===== config.mk =====
export PLATFORM = sky130hd
export DESIGN_NAME = sha256_config_sync_rep
export DESIGN_NICKNAME = d
export VERILOG_FILES = /design/src/rtl/sha256_config_sync_rep.sv
export SDC_FILE = /design/constraint.sdc
export NUM_CORES = 1
export LEC_CHECK = 0
export CORE_UTILIZATION = 50
export DETAILED_ROUTE_END_ITERATION = 10
export PLACE_DENSITY = 0.79
export SLEW_MARGIN = 20
export SYNTH_ARGS = -nofsm -noshare
export SYNTH_HDL_FRONTEND = slang
export SYNTH_SLANG_ARGS = --single-unit
export TNS_END_PERCENT = 50

===== constraint.sdc =====
create_clock -name clk -period 3.3 [get_ports clk]
set_input_delay 0.825 -clock clk [delete_from_list [all_inputs] [get_ports clk]]
set_output_delay 0.825 -clock clk [all_outputs]
set_load 0.05 [all_outputs]

===== src/rtl/sha256_config_sync_rep.sv =====
// ---------------------------------------------------------------------------
// sha256_config_sync_rep : joins hash IDs with repeatable message configs
// Rev 1.0
// ---------------------------------------------------------------------------
`default_nettype none

module sha256_config_sync_rep #(
  parameter int ID_W     = 6,
  parameter int SIZE_W   = 64,
  parameter int SCHEME_W = 2,
  parameter int CNT_W    = 4,
  parameter int DEPTH    = 4
) (
  input  logic                       clk,
  input  logic                       sync_rst,
  input  logic                       en,
  input  logic [ID_W-1:0]            id_in,
  input  logic                       id_in_last,
  input  logic                       id_in_valid,
  output logic                       id_in_ready,
  input  logic [SIZE_W-1:0]          cfg_in_size,
  input  logic [SCHEME_W-1:0]        cfg_in_scheme,
  input  logic [CNT_W-1:0]           cfg_in_count,
  input  logic                       cfg_in_last,
  input  logic                       cfg_in_valid,
  output logic                       cfg_in_ready,
  output logic [SIZE_W-1:0]          cfg_out_size,
  output logic [SCHEME_W-1:0]        cfg_out_scheme,
  output logic [ID_W-1:0]            cfg_out_id,
  output logic                       cfg_out_last,
  output logic                       cfg_out_valid,
  input  logic                       cfg_out_ready,
  output logic [$clog2(DEPTH):0]     id_level,
  output logic [$clog2(DEPTH):0]     cfg_level,
  output logic                       align_err
);

  localparam int PW    = $clog2(DEPTH);
  localparam int LW    = PW + 1;
  localparam int CFG_W = SIZE_W + SCHEME_W + CNT_W + 1;

  localparam logic [LW-1:0]    LVL_FULL = LW'(DEPTH);
  localparam logic [LW-1:0]    LVL_ONE  = LW'(1);
  localparam logic [PW-1:0]    PTR_ONE  = PW'(1);
  localparam logic [CNT_W-1:0] CNT_ONE  = CNT_W'(1);

  logic [ID_W:0]      id_mem  [DEPTH];
  logic [CFG_W-1:0]   cfg_mem [DEPTH];
  logic [PW-1:0]      id_wr, id_rd, cfg_wr, cfg_rd;
  logic [CNT_W-1:0]   rep_cnt;

  logic               id_push, cfg_push, id_pop, cfg_pop;
  logic               loadable, join_fire, final_rep, misalign;
  logic [ID_W-1:0]    id_h;
  logic               id_h_last;
  logic [SIZE_W-1:0]  cfg_h_size;
  logic [SCHEME_W-1:0] cfg_h_scheme;
  logic [CNT_W-1:0]   cfg_h_count;
  logic               cfg_h_last;

  // Ready is derived only from registered levels, so a pop never frees a slot
  // for a push in the same cycle.
  assign id_in_ready  = en && (id_level  < LVL_FULL);
  assign cfg_in_ready = en && (cfg_level < LVL_FULL);
  assign id_push      = id_in_valid  && id_in_ready;
  assign cfg_push     = cfg_in_valid && cfg_in_ready;

  assign {id_h, id_h_last} = id_mem[id_rd];
  assign {cfg_h_size, cfg_h_scheme, cfg_h_count, cfg_h_last} = cfg_mem[cfg_rd];

  assign loadable  = !cfg_out_valid || cfg_out_ready;
  assign join_fire = en && (id_level != '0) && (cfg_level != '0) && loadable;
  assign final_rep = (rep_cnt == cfg_h_count);
  assign id_pop    = join_fire;
  assign cfg_pop   = join_fire && final_rep;

  // An ID may close a packet exactly when the last repetition of a closing config does.
  assign misalign  = (final_rep && cfg_h_last) != id_h_last;

  always_ff @(posedge clk) begin
    if (id_push) begin
      id_mem[id_wr] <= {id_in, id_in_last};
    end
    if (cfg_push) begin
      cfg_mem[cfg_wr] <= {cfg_in_size, cfg_in_scheme, cfg_in_count, cfg_in_last};
    end
  end

  always_ff @(posedge clk) begin
    if (sync_rst) begin
      id_wr  <= '0;
      id_rd  <= '0;
      cfg_wr <= '0;
      cfg_rd <= '0;
    end else begin
      if (id_push)  id_wr  <= id_wr  + PTR_ONE;
      if (id_pop)   id_rd  <= id_rd  + PTR_ONE;
      if (cfg_push) cfg_wr <= cfg_wr + PTR_ONE;
      if (cfg_pop)  cfg_rd <= cfg_rd + PTR_ONE;
    end
  end

  always_ff @(posedge clk) begin
    if (sync_rst) begin
      id_level <= '0;
    end else begin
      case ({id_push, id_pop})
        2'b10:   id_level <= id_level + LVL_ONE;
        2'b01:   id_level <= id_level - LVL_ONE;
        default: id_level <= id_level;
      endcase
    end
  end

  always_ff @(posedge clk) begin
    if (sync_rst) begin
      cfg_level <= '0;
    end else begin
      case ({cfg_push, cfg_pop})
        2'b10:   cfg_level <= cfg_level + LVL_ONE;
        2'b01:   cfg_level <= cfg_level - LVL_ONE;
        default: cfg_level <= cfg_level;
      endcase
    end
  end

  always_ff @(posedge clk) begin
    if (sync_rst) begin
      rep_cnt <= '0;
    end else if (join_fire) begin
      rep_cnt <= final_rep ? '0 : rep_cnt + CNT_ONE;
    end
  end

  always_ff @(posedge clk) begin
    if (sync_rst) begin
      cfg_out_valid  <= 1'b0;
      cfg_out_size   <= '0;
      cfg_out_scheme <= '0;
      cfg_out_id     <= '0;
      cfg_out_last   <= 1'b0;
    end else if (join_fire) begin
      cfg_out_valid  <= 1'b1;
      cfg_out_size   <= cfg_h_size;
      cfg_out_scheme <= cfg_h_scheme;
      cfg_out_id     <= id_h;
      cfg_out_last   <= final_rep && cfg_h_last;
    end else if (loadable) begin
      cfg_out_valid  <= 1'b0;
    end
  end

  always_ff @(posedge clk) begin
    if (sync_rst) begin
      align_err <= 1'b0;
    end else if (join_fire && misalign) begin
      align_err <= 1'b1;
    end
  end

endmodule

`default_nettype wire

==> flow_summary.toml, run 1 <==
[hold_path]
whs_path_depth = 2
hp-class = "reg2reg"
worstHoldStart = "cfg_out_size[52]"
min_to = "cfg_out_size[52]"

[route]
routedWlPerCell_um = 19.8
wl_met1_um = 11800
route.met3.wl_um = 1690
wl_met2_um = 15000
drt_iter0_markers = 543
firstDrtPassIters = 5
top_layer = "met5"
vias_per_cell = 5.39
drc = 0
wl_um = 29100
vias = 7924
postRouteAntennaNets = 0

[setup_path]
path_cells = "mux4_2 > xnor2_1 > nand4_1 > nor2_1 > ha_1 > inv_1 > fa_1 > xor2_1 > or3_1 > a21oi_1"
r2r_setup_slack_ns = 0.52
cp_max_fo = 8
crit_required_ns = 3.74
worstReg2RegEnd = "cfg_level[2]"
rr_worst_depth = 10
cp-start-kind = "flip-flop"
critical-path-max-stage-delay_ns = 0.52
worst_setup_path_end_kind = "flip-flop"
critPathArrivalTime_ns = 3.23
slowest_stage = "mux4_2"
critPathKind = "reg2reg"

[floorplan]
io_pins = 167
die_w_um = 175
dieArea_um2 = 30500
start_util_pct = 51.4
core_um2 = 29000
num_rows = 62
die_y_um = 175

[global_routing]
antenna_found_initial = 3
grtUsageTotal_pct = 19.6
grt_first_pass_wirelength_um = 45600
grt_start_max_net_pins = 78
grt_overflow = 0
grt_pass1_vias = 8342

[timing]
tightest_slew_ns = 0.639
rsz0062_at_grt = "false"
slew_headroom_pct = 57.4
setup_tns_ns = 0
finalClockSkew_ns = 0.0102
slew_viol_final = 0
setup_viol = 0
period_share_pct = 84.3
timing.fmax_mhz = 359
fin_crit_ns = 2.78
hold_violations = 0

[yosys]
ys_async_sr_fraction_pct = 0
synth_area_per_cell_um2 = 17.1
synth_top_area_share_pct = 62.8
yosysTopAreaCell = "edfxtp_1"
synth_mux_area_share_pct = 11.9
ys_dominant_reg_cell = "edfxtp_1"
netlist_instances = 871
yosysMostFrequentCell = "edfxtp_1"
yosys.cell_types.count = 33
yosys-top-cells-count = "edfxtp_1 (312), nand2_1 (157), dfxtp_1 (97)"
ys_warn_count = 0
synth_top_family_by_area = "multiplexers"
yosys-top-cells-area = "edfxtp_1 (63%), dfxtp_1 (13%), mux4_2 (12%)"
ys_seq_area_share_pct = 75.8
yosys.area_share.simple_pct = 5.68
synth_compound_area_share_pct = 3.06
synth_edf_count = 312
synth_nets = 968
synth-adder-area-share_pct = 1.19
synth_xor_area_share_pct = 0.704
synth_area_um2 = 14900
ys_seq_elements = 409

[cts]
clkTransAtPathRegs_ns = 0.06
postCtsHoldBufs = 0
post_cts_buffers = 0
cts_buffer_depth = 3
insertion_delay_ns = 0.52
cts_root_buf = "clkbuf_16"
cts_sinks = 409
cts_resized = 0
cts_buffers = 40
cts_htree_levels = 2
cts_tree = "done"

[layout]
drive_gt1_share_pct = 16.0
stdcell_count = 1469
fin_nets = 1150
syn_to_final_growth_pct = 23.7
fillers = 2074
final_cell_area_um2 = 18500

[run_status]
status = "finished clean"

[placement]
dp_hpwl_um = 16900
portBuffers = 166
gp_congestion = 0.738
place_area_um2 = 17200
dpl.cell_count = 1395

[power]
powerDensity_nw_per_um2 = 580
vdd_drop_max_v = 0.000387
leakage_uw = 0.00584

[flow_run]
drv_cap = 0
==> sequential cells by signal (all words and copies together) (netlist names), named ones only <==
signal          count
align_err           1
cfg_level           3
cfg_mem           284
cfg_out_id          6
cfg_out_last        1
cfg_out_scheme      2
cfg_out_size       64
cfg_out_valid       1
cfg_rd              2
cfg_wr              2
id_level            3
id_mem             28
id_rd               2
id_wr               2
rep_cnt             4
==> how the worst max path moves through the flow <==
stage | from | to | slack (ns) | depth (start not counted)
floorplan | en | cfg_mem[2][0] | -0.63 | 2
global placement | cfg_out_ready | id_level[2] | 0.19 | 11
detailed placement | cfg_out_ready | id_level[2] | 0.14 | 11
CTS | flip-flop | cfg_level[2] | 0.52 | 10
global route | flip-flop | cfg_level[2] | 0.33 | 10
finish | flip-flop | cfg_level[2] | 0.52 | 10
==> per-stage QoR <==
step	hold WS, ns	setup WS [ns]	util (%)	power, uW
after floorplan	0.465	-0.630	-	6060
after global placement	0.443	0.187	59.1	6300
after detailed placement	0.448	0.143	59.1	6320
after CTS	0.457	0.524	63.6	10800
after global routing	0.477	0.329	63.6	11000
final	0.452	0.517	63.7	10700
==> placed cells by master (no fill, tap or decap), types with 3 or more instances in the layout <==
| cell | instances |
|---|---|
| a21oi_1 | 84 |
| and3_1 | 4 |
| and3_4 | 4 |
| buf_12 | 8 |
| buf_4 | 16 |
| bufinv_16 | 4 |
| clkbuf_1 | 7 |
| clkbuf_16 | 41 |
| clkbuf_8 | 4 |
| clkdlybuf4s50_1 | 163 |
| clkinv_1 | 3 |
| clkinv_2 | 11 |
| dfxtp_1 | 95 |
| edfxtp_1 | 312 |
| ha_1 | 11 |
| inv_1 | 13 |
| mux2_2 | 3 |
| mux4_2 | 77 |
| nand2_1 | 157 |
| nand3_1 | 6 |
| nor2_1 | 16 |
| nor2b_1 | 3 |
| or3_1 | 6 |
| xnor2_1 | 7 |
| xor2_1 | 5 |
==> cell type report <==
| type | instances | area (um2) | share of cell area (%) |
|---|---|---|---|
| Multi-Input combinational cell | 401 | 3390 | 18.3 |
| Tap cell | 384 | 480 | 2.60 |
| Sequential cell | 409 | 11300 | 61.3 |
| Antenna cell | 2 | 5.00 | 0.0271 |
| Timing Repair Buffer | 187 | 1910 | 10.4 |
| Clock inverter | 20 | 205 | 1.11 |
| Clock buffer | 52 | 1110 | 6.00 |
| Inverter | 14 | 53.8 | 0.291 |
==> worst max-delay path, delay by kind of cell, from the launching register on <==
family / cells / cell delay, ns
flip-flops: 1 / 0.41
XOR/XNOR: 2 / 0.33
buffers and inverters: 1 / 0.07
adder cells (fa/ha/maj): 2 / 0.59
AO/OA/AOI/OAI: 1 / 0.15
AND/OR/NAND/NOR: 3 / 0.65
multiplexers: 1 / 0.52
==> report_power, final <==
| part | switching, uW | internal [uW] | leakage [uW] |
|---|---|---|---|
| combinational | 294 | 223 | 0.00158 |
| sequential | 40.8 | 5650 | 0.00362 |
| clock | 1830 | 2680 | 0.000647 |
| total | 2160 | 8560 | 0.00584 |
==> layer usage <==
layer	vias up	GRT usage, %
li1	3662	-
met5	-	0
met2	230	34.1
met4	2	4.89
met1	3988	25.1
met3	42	4.05
==> kinds of logic after synthesis <==
logic type / after synthesis
adders and majority gates: 13
buffers and inverters: 61
and+or+nand+nor: 205
AOI/OAI and AO/OA: 90
DFF: 409
muxes: 81
xor gates and xnor gates: 12
Power figures use the tool's default switching activity.
==> run 2, diff against run 1 <==
==> constraint.sdc (replaced) <==
create_clock -name clk -period 2.5 [get_ports clk]
set_input_delay 0.625 -clock clk [delete_from_list [all_inputs] [get_ports clk]]
set_output_delay 0.625 -clock clk [all_outputs]
set_load 0.05 [all_outputs]
==> run 2 against run 1 <==
The flow now finishes with violations (negative setup slack). First-iteration DRC count up 1.5%. Setup slack got worse by 0.78 ns. Critical endpoint unchanged. Global-route usage up 0.77 points.
==> flow_summary.toml, run 2 (synthesis gave the netlist of run 1 again) <==
[run_status]
status = "complete, but fails checks"
violations = "negative setup slack"

[floorplan]
core_um2 = 29000
num_rows = 62
dieArea_um2 = 30500
die_w_um = 175
start_util_pct = 51.4
io_pins = 167
die_y_um = 175

[route]
vias = 8125
drc = 0
vias_per_cell = 5.42
firstDrtPassIters = 5
routedWlPerCell_um = 20.2
drt_iter0_markers = 551
postRouteAntennaNets = 0
wl_um = 30300

[power]
leakage_uw = 0.00601
p_sw_share_pct = 20.7
powerDensity_nw_per_um2 = 753
intPower_uw = 11200
clockPowerShare_pct = 41.7
vdd_drop_max_v = 0.000653
p_total_uw = 14100
seqPwrFrac_pct = 53.2
power.switching_uw = 2920
pwr-share-comb_pct = 5.1

[global_routing]
antenna_found_initial = 3
grt_overflow = 0
grt_start_max_net_pins = 57
grtUsageTotal_pct = 20.3
grt_pass1_vias = 8458
grt_first_pass_wirelength_um = 47400

[timing]
slew_headroom_pct = 61.9
fin_crit_ns = 2.77
setup_viol = 4
timing.fmax_mhz = 362
period_share_pct = 111
finalClockSkew_ns = 0.0173
tightest_slew_ns = 0.570
rsz0062_at_grt = "true"
fin_ws_ns = -0.266
hold_violations = 0
slew_viol_final = 0

[cts]
cts_root_buf = "clkbuf_16"
insertion_delay_ns = 0.53
postCtsHoldBufs = 0
cts_buffers = 41
cts_tree = "done"
cts_sinks = 409
cts_buffer_depth = 3
cts_htree_levels = 2
clkTransAtPathRegs_ns = 0.06

[layout]
largest_register_ffs = 284
post-route-util_pct = 64.7
fin_nets = 1179
final_common_cell = "edfxtp_1"
top_register = "cfg_mem"
syn_to_final_growth_pct = 25.8
final_cell_mix = "edfxtp_1 (312), clkdlybuf4s50_1 (163), nand2_1 (157), dfxtp_1 (90), a21oi_1 (83)"
drive_gt1_share_pct = 18.8
final_cell_area_um2 = 18800
fillers = 1997
reg_top3 = "cfg_mem: 284 flops, cfg_out_size: 64 flops, id_mem: 28 flops"

[hold_path]
worstHoldStart = "cfg_out_id[5]"
whs_path_depth = 2
min_to = "cfg_out_id[5]"
hp-class = "reg2reg"

[setup_path]
crit_required_ns = 2.95
critPathArrivalTime_ns = 3.22
worstReg2RegEnd = "cfg_level[2]"
r2r_setup_slack_ns = -0.27
rr_worst_depth = 10
cp-start-kind = "flip-flop"
cp_max_fo = 6
critPathKind = "reg2reg"
slowest_stage = "mux4_2"
worst_setup_path_end_kind = "flip-flop"
path_cells = "mux4_2 > xnor2_1 > nand4_1 > nor2_2 > ha_2 > inv_2 > fa_2 > xor2_1 > or3_1 > a21oi_2"
critical-path-max-stage-delay_ns = 0.53

[placement]
gp_congestion = 0.799
dp_hpwl_um = 18500
portBuffers = 166
place_area_um2 = 17400

[flow_run]
drv_cap = 0
[run 2: cell types whose count changed in the layout (fill, tap and decap cells not counted), moves of 2 or more]
cell      delta
buf_12       +7
buf_6        +2
dfxtp_2      +5
nor2b_1      -2
clkbuf_8     -4
xnor2_2      +2
nor2b_2      +2
clkinv_2     -3
xnor2_1      -2
buf_4       +19
inv_6        +3
dfxtp_1      -5
clkinv_1     +7
[run 2: power by group through the flow]
stage	sequential, uW	combinational (uW)	clock, uW
after floorplan	7740	253	0
after global placement	7650	702	0
after detailed placement	7660	720	0
after CTS	7520	724	6000
after global routing	7530	772	6250
final	7520	719	5900
[run 2: worst max path at each step]
stage / start / endpoint / slack (ns)
floorplan: flip-flop / cfg_level[2] / -0.09
global placement: cfg_out_ready / cfg_level[2] / -0.33
detailed placement: cfg_out_ready / cfg_level[2] / -0.37
CTS: flip-flop / cfg_level[2] / -0.21
global route: flip-flop / cfg_level[2] / -0.39
finish: flip-flop / cfg_level[2] / -0.27
[run 2: final cells by class]
type                       count  area [um2]  area share, %
clock inverter                25         226           1.21
clock buffer                  49        1060           5.62
tap                          384         480           2.56
antenna                        1        2.50         0.0133
multi-input combinational    401        3420           18.2
sequential                   409       11300           60.3
inverter                      14        53.8          0.287
timing repair buffer         215        2220           11.8
[run 2: what timing repair did]
| action | CTS | global route |
|---|---|---|
| endpoints found under the hold margin | 0 | 0 |
| setup endpoints to repair | 2 | 5 |
| resized for setup | 1 | 5 |
| pin swaps | 3 | 2 |
| buffers inserted | 7 | 1 |
[run 2: per-stage QoR]
step / hold slack, ns / TNS [ns] / setup slack [ns] / instances
final: 0.452 / -0.762 / -0.266 / 1498
after global routing: 0.471 / -1.23 / -0.394 / 1497
after CTS: 0.455 / -0.590 / -0.212 / 1496
after detailed placement: 0.446 / -8.38 / -0.367 / 1415
after global placement: 0.443 / -6.13 / -0.325 / 1415
after floorplan: 0.465 / -0.183 / -0.0921 / 871
[run 2: critical path: cells and delay by family (launching register included)]
kind                       cells  cell delay, ns
muxes                          1            0.53
AOI/OAI and AO/OA              1            0.14
buffers and inverters          1            0.04
adders and majority gates      2            0.53
xor gates and xnor gates       2            0.30
DFF                            1            0.40
and+or+nand+nor                3            0.73
[run 2: per-layer routing]
metal  vias to the layer above  routed length [um]  global-route usage, %
li1                       3717                   -                      -
met2                       231               15100                   33.8
met3                        59                1640                   3.98
met1                      4114               12700                   27.0
met4                         4                 754                   6.81
met5                         -                  30                      0
==> run 3, diff against run 2 <==
--- a/config.mk
+++ b/config.mk
@@ -7,6 +7,7 @@
 export LEC_CHECK = 0
 export CORE_UTILIZATION = 50
 export DETAILED_ROUTE_END_ITERATION = 10
+export GPL_TIMING_DRIVEN = 0
 export PLACE_DENSITY = 0.79
 export SLEW_MARGIN = 20
 export SYNTH_ARGS = -nofsm -noshare
==> constraint.sdc (replaced) <==
create_clock -name clk -period 2.45 [get_ports clk]
set_input_delay 0.6125 -clock clk [delete_from_list [all_inputs] [get_ports clk]]
set_output_delay 0.6125 -clock clk [all_outputs]
set_load 0.05 [all_outputs]
==> run 3 against run 2 <==
Global-route usage rose by 0.096 points. Sequential cell count unchanged. Critical path depth increased by 1. Highest routed layer is now met4. The flow still finishes with violations (negative setup slack). Fmax rose by 3.1%. Sequential share of layout area rose by 0.33 points. Clock skew decreased by 0.0037 ns. Cell count increased by 0.60%. First-iteration DRC count down 3.4%. Setup slack improved by 0.033 ns. Wire length grew 0.74%. Combinational power down 0.6%. Clock power rose by 5.8%.
==> flow_summary.toml, run 3 (synthesis gave the netlist of run 1 again) <==
[run_status]
status = "complete, but fails checks"
violations = "negative setup slack"

[timing]
rsz0062_at_grt = "true"
slew_viol_final = 0
finalClockSkew_ns = 0.0136
slew_headroom_pct = 41.1
fin_ws_ns = -0.234
tightest_slew_ns = 0.883
hold_violations = 0
setup_viol = 2
timing.fmax_mhz = 373
period_share_pct = 110
fin_crit_ns = 2.68

[global_routing]
grt_first_pass_wirelength_um = 47300
grt_overflow = 0
grtUsageTotal_pct = 20.4
grt_start_max_net_pins = 72
antenna_found_initial = 0
grt_pass1_vias = 8432

[setup_path]
r2r_setup_slack_ns = -0.23
rr_worst_depth = 11
crit_required_ns = 2.91
critical-path-max-stage-delay_ns = 0.55
critPathKind = "reg2reg"
slowest_stage = "mux4_2"
worst_setup_path_end_kind = "flip-flop"
cp_num_cells = 11
worstReg2RegEnd = "cfg_level[2]"
cp-start-kind = "flip-flop"
cp_num_buf_inv = 2
path_cells = "buf_6 > mux4_2 > xnor2_2 > nand4_1 > nor2_4 > ha_4 > inv_2 > fa_2 > xor2_1 > or3_1 > a21oi_1"
critPathArrivalTime_ns = 3.14
critPathTopFamily = "simple AND/OR/NAND/NOR gates"
cp_max_fo = 6

[floorplan]
core_um2 = 29000
io_pins = 167
die_w_um = 175
start_util_pct = 51.4
die_y_um = 175
dieArea_um2 = 30500
num_rows = 62

[layout]
stdcell_count = 1507
diodes = 0
fin_nets = 1186
syn_to_final_growth_pct = 25.1
final_cell_mix = "edfxtp_1 (312), clkdlybuf4s50_1 (163), nand2_1 (157), dfxtp_1 (90), a21oi_1 (84)"
final_common_cell = "edfxtp_1"
reg_top3 = "cfg_mem: 284 flops, cfg_out_size: 64 flops, id_mem: 28 flops"
top_register = "cfg_mem"
largest_register_ffs = 284
drive_gt1_share_pct = 17.1

[hold_path]
hp-class = "reg2reg"
worstHoldStart = "cfg_out_size[11]"
whs_path_depth = 2
min_to = "cfg_out_size[11]"

[placement]
dp_hpwl_um = 19100
dpl.cell_count = 1422
gp_congestion = 0.747
portBuffers = 165

[power]
powerDensity_nw_per_um2 = 784
vdd_drop_max_v = 0.000554
leakage_uw = 0.00594
p_total_uw = 14600

[route]
firstDrtPassIters = 5
drc = 0
wl_um = 30500
vias = 8169
drt_iter0_markers = 532
postRouteAntennaNets = 0
vias_per_cell = 5.42
routedWlPerCell_um = 20.2

[cts]
cts_sinks = 409
clkTransAtPathRegs_ns = 0.06
cts_buffer_depth = 3
cts_root_buf = "clkbuf_16"
insertion_delay_ns = 0.53
cts_tree = "done"
cts_buffers = 42
cts_htree_levels = 2

[flow_run]
drv_cap = 0
run 3: cell count changes in the layout (fill, tap and decap cells not counted), moves of 3 or more:
cell	before	now
buf_1	0	5
buf_12	15	2
buf_2	0	11
buf_4	35	6
clkbuf_1	8	37
clkbuf_8	0	9
clkinv_1	10	3
clkinv_2	8	11
inv_6	3	0
run 3: per-layer routing:
layer | up-vias | track usage [%] | wire length, um | share of wire, %
met5 | - | 0 | 0 | 0
met4 | 0 | 5.36 | 607 | 2.0
met3 | 48 | 4.37 | 1780 | 5.8
met2 | 235 | 34.2 | 15100 | 49
met1 | 4154 | 27.3 | 13000 | 43
li1 | 3732 | - | - | -
run 3: worst max-delay path by stage:
stage / from / endpoint / slack [ns]
3_3_place_gp: cfg_out_ready / id_level[2] / -1.01
5_1_grt: flip-flop / cfg_level[2] / -0.38
6_report: flip-flop / cfg_level[2] / -0.23
3_5_place_dp: cfg_out_ready / id_level[2] / -1.07
4_1_cts: flip-flop / cfg_level[2] / -0.26
2_1_floorplan: flip-flop / cfg_level[2] / -0.14
run 3: area by class of cell:
class	instances	area, um2
Buffer	46	204
Clock buffer	60	1220
Clock inverter	18	161
Fill cell	2050	10300
Inverter	14	53.8
Multi-Input combinational cell	401	3450
Sequential cell	409	11300
Tap cell	384	480
Timing Repair Buffer	175	1780
run 3: stage by stage:
| stage | TNS (ns) | setup WS [ns] | utilization (%) | instance area [um2] | hold WS (ns) |
|---|---|---|---|---|---|
| after detailed placement | -145.56 | -1.07 | 59.1 | 17100 | 0.446 |
| after global placement | -178.64 | -1.01 | 58.9 | 17100 | 0.443 |
| after CTS | -0.382 | -0.261 | 64.1 | 18600 | 0.455 |
| final | -0.344 | -0.234 | 64.3 | 18700 | 0.452 |
| after floorplan | -0.291 | -0.142 | - | 15000 | 0.465 |
| after global routing | -0.730 | -0.381 | 64.3 | 18700 | 0.466 |
run 3: power by group:
part           internal [uW]  switching [uW]
combinational            302             413
clock                   3690            2550
sequential              7620            54.7
total                  11600            3020
run 3: tightest hold or removal path, delay by kind of cell (launching register included):
kind	cells	cell delay [ns]
DFF	1	0.30
and+or+nand+nor	1	0.05
AOI/OAI and AO/OA	1	0.05
run 3: what timing repair did:
action,4_1_cts,5_1_grt
endpoints found under the setup margin,36,5
pin swaps,5,2
buffers inserted,5,1
hold buffers,0,0
gates resized for setup,23,3
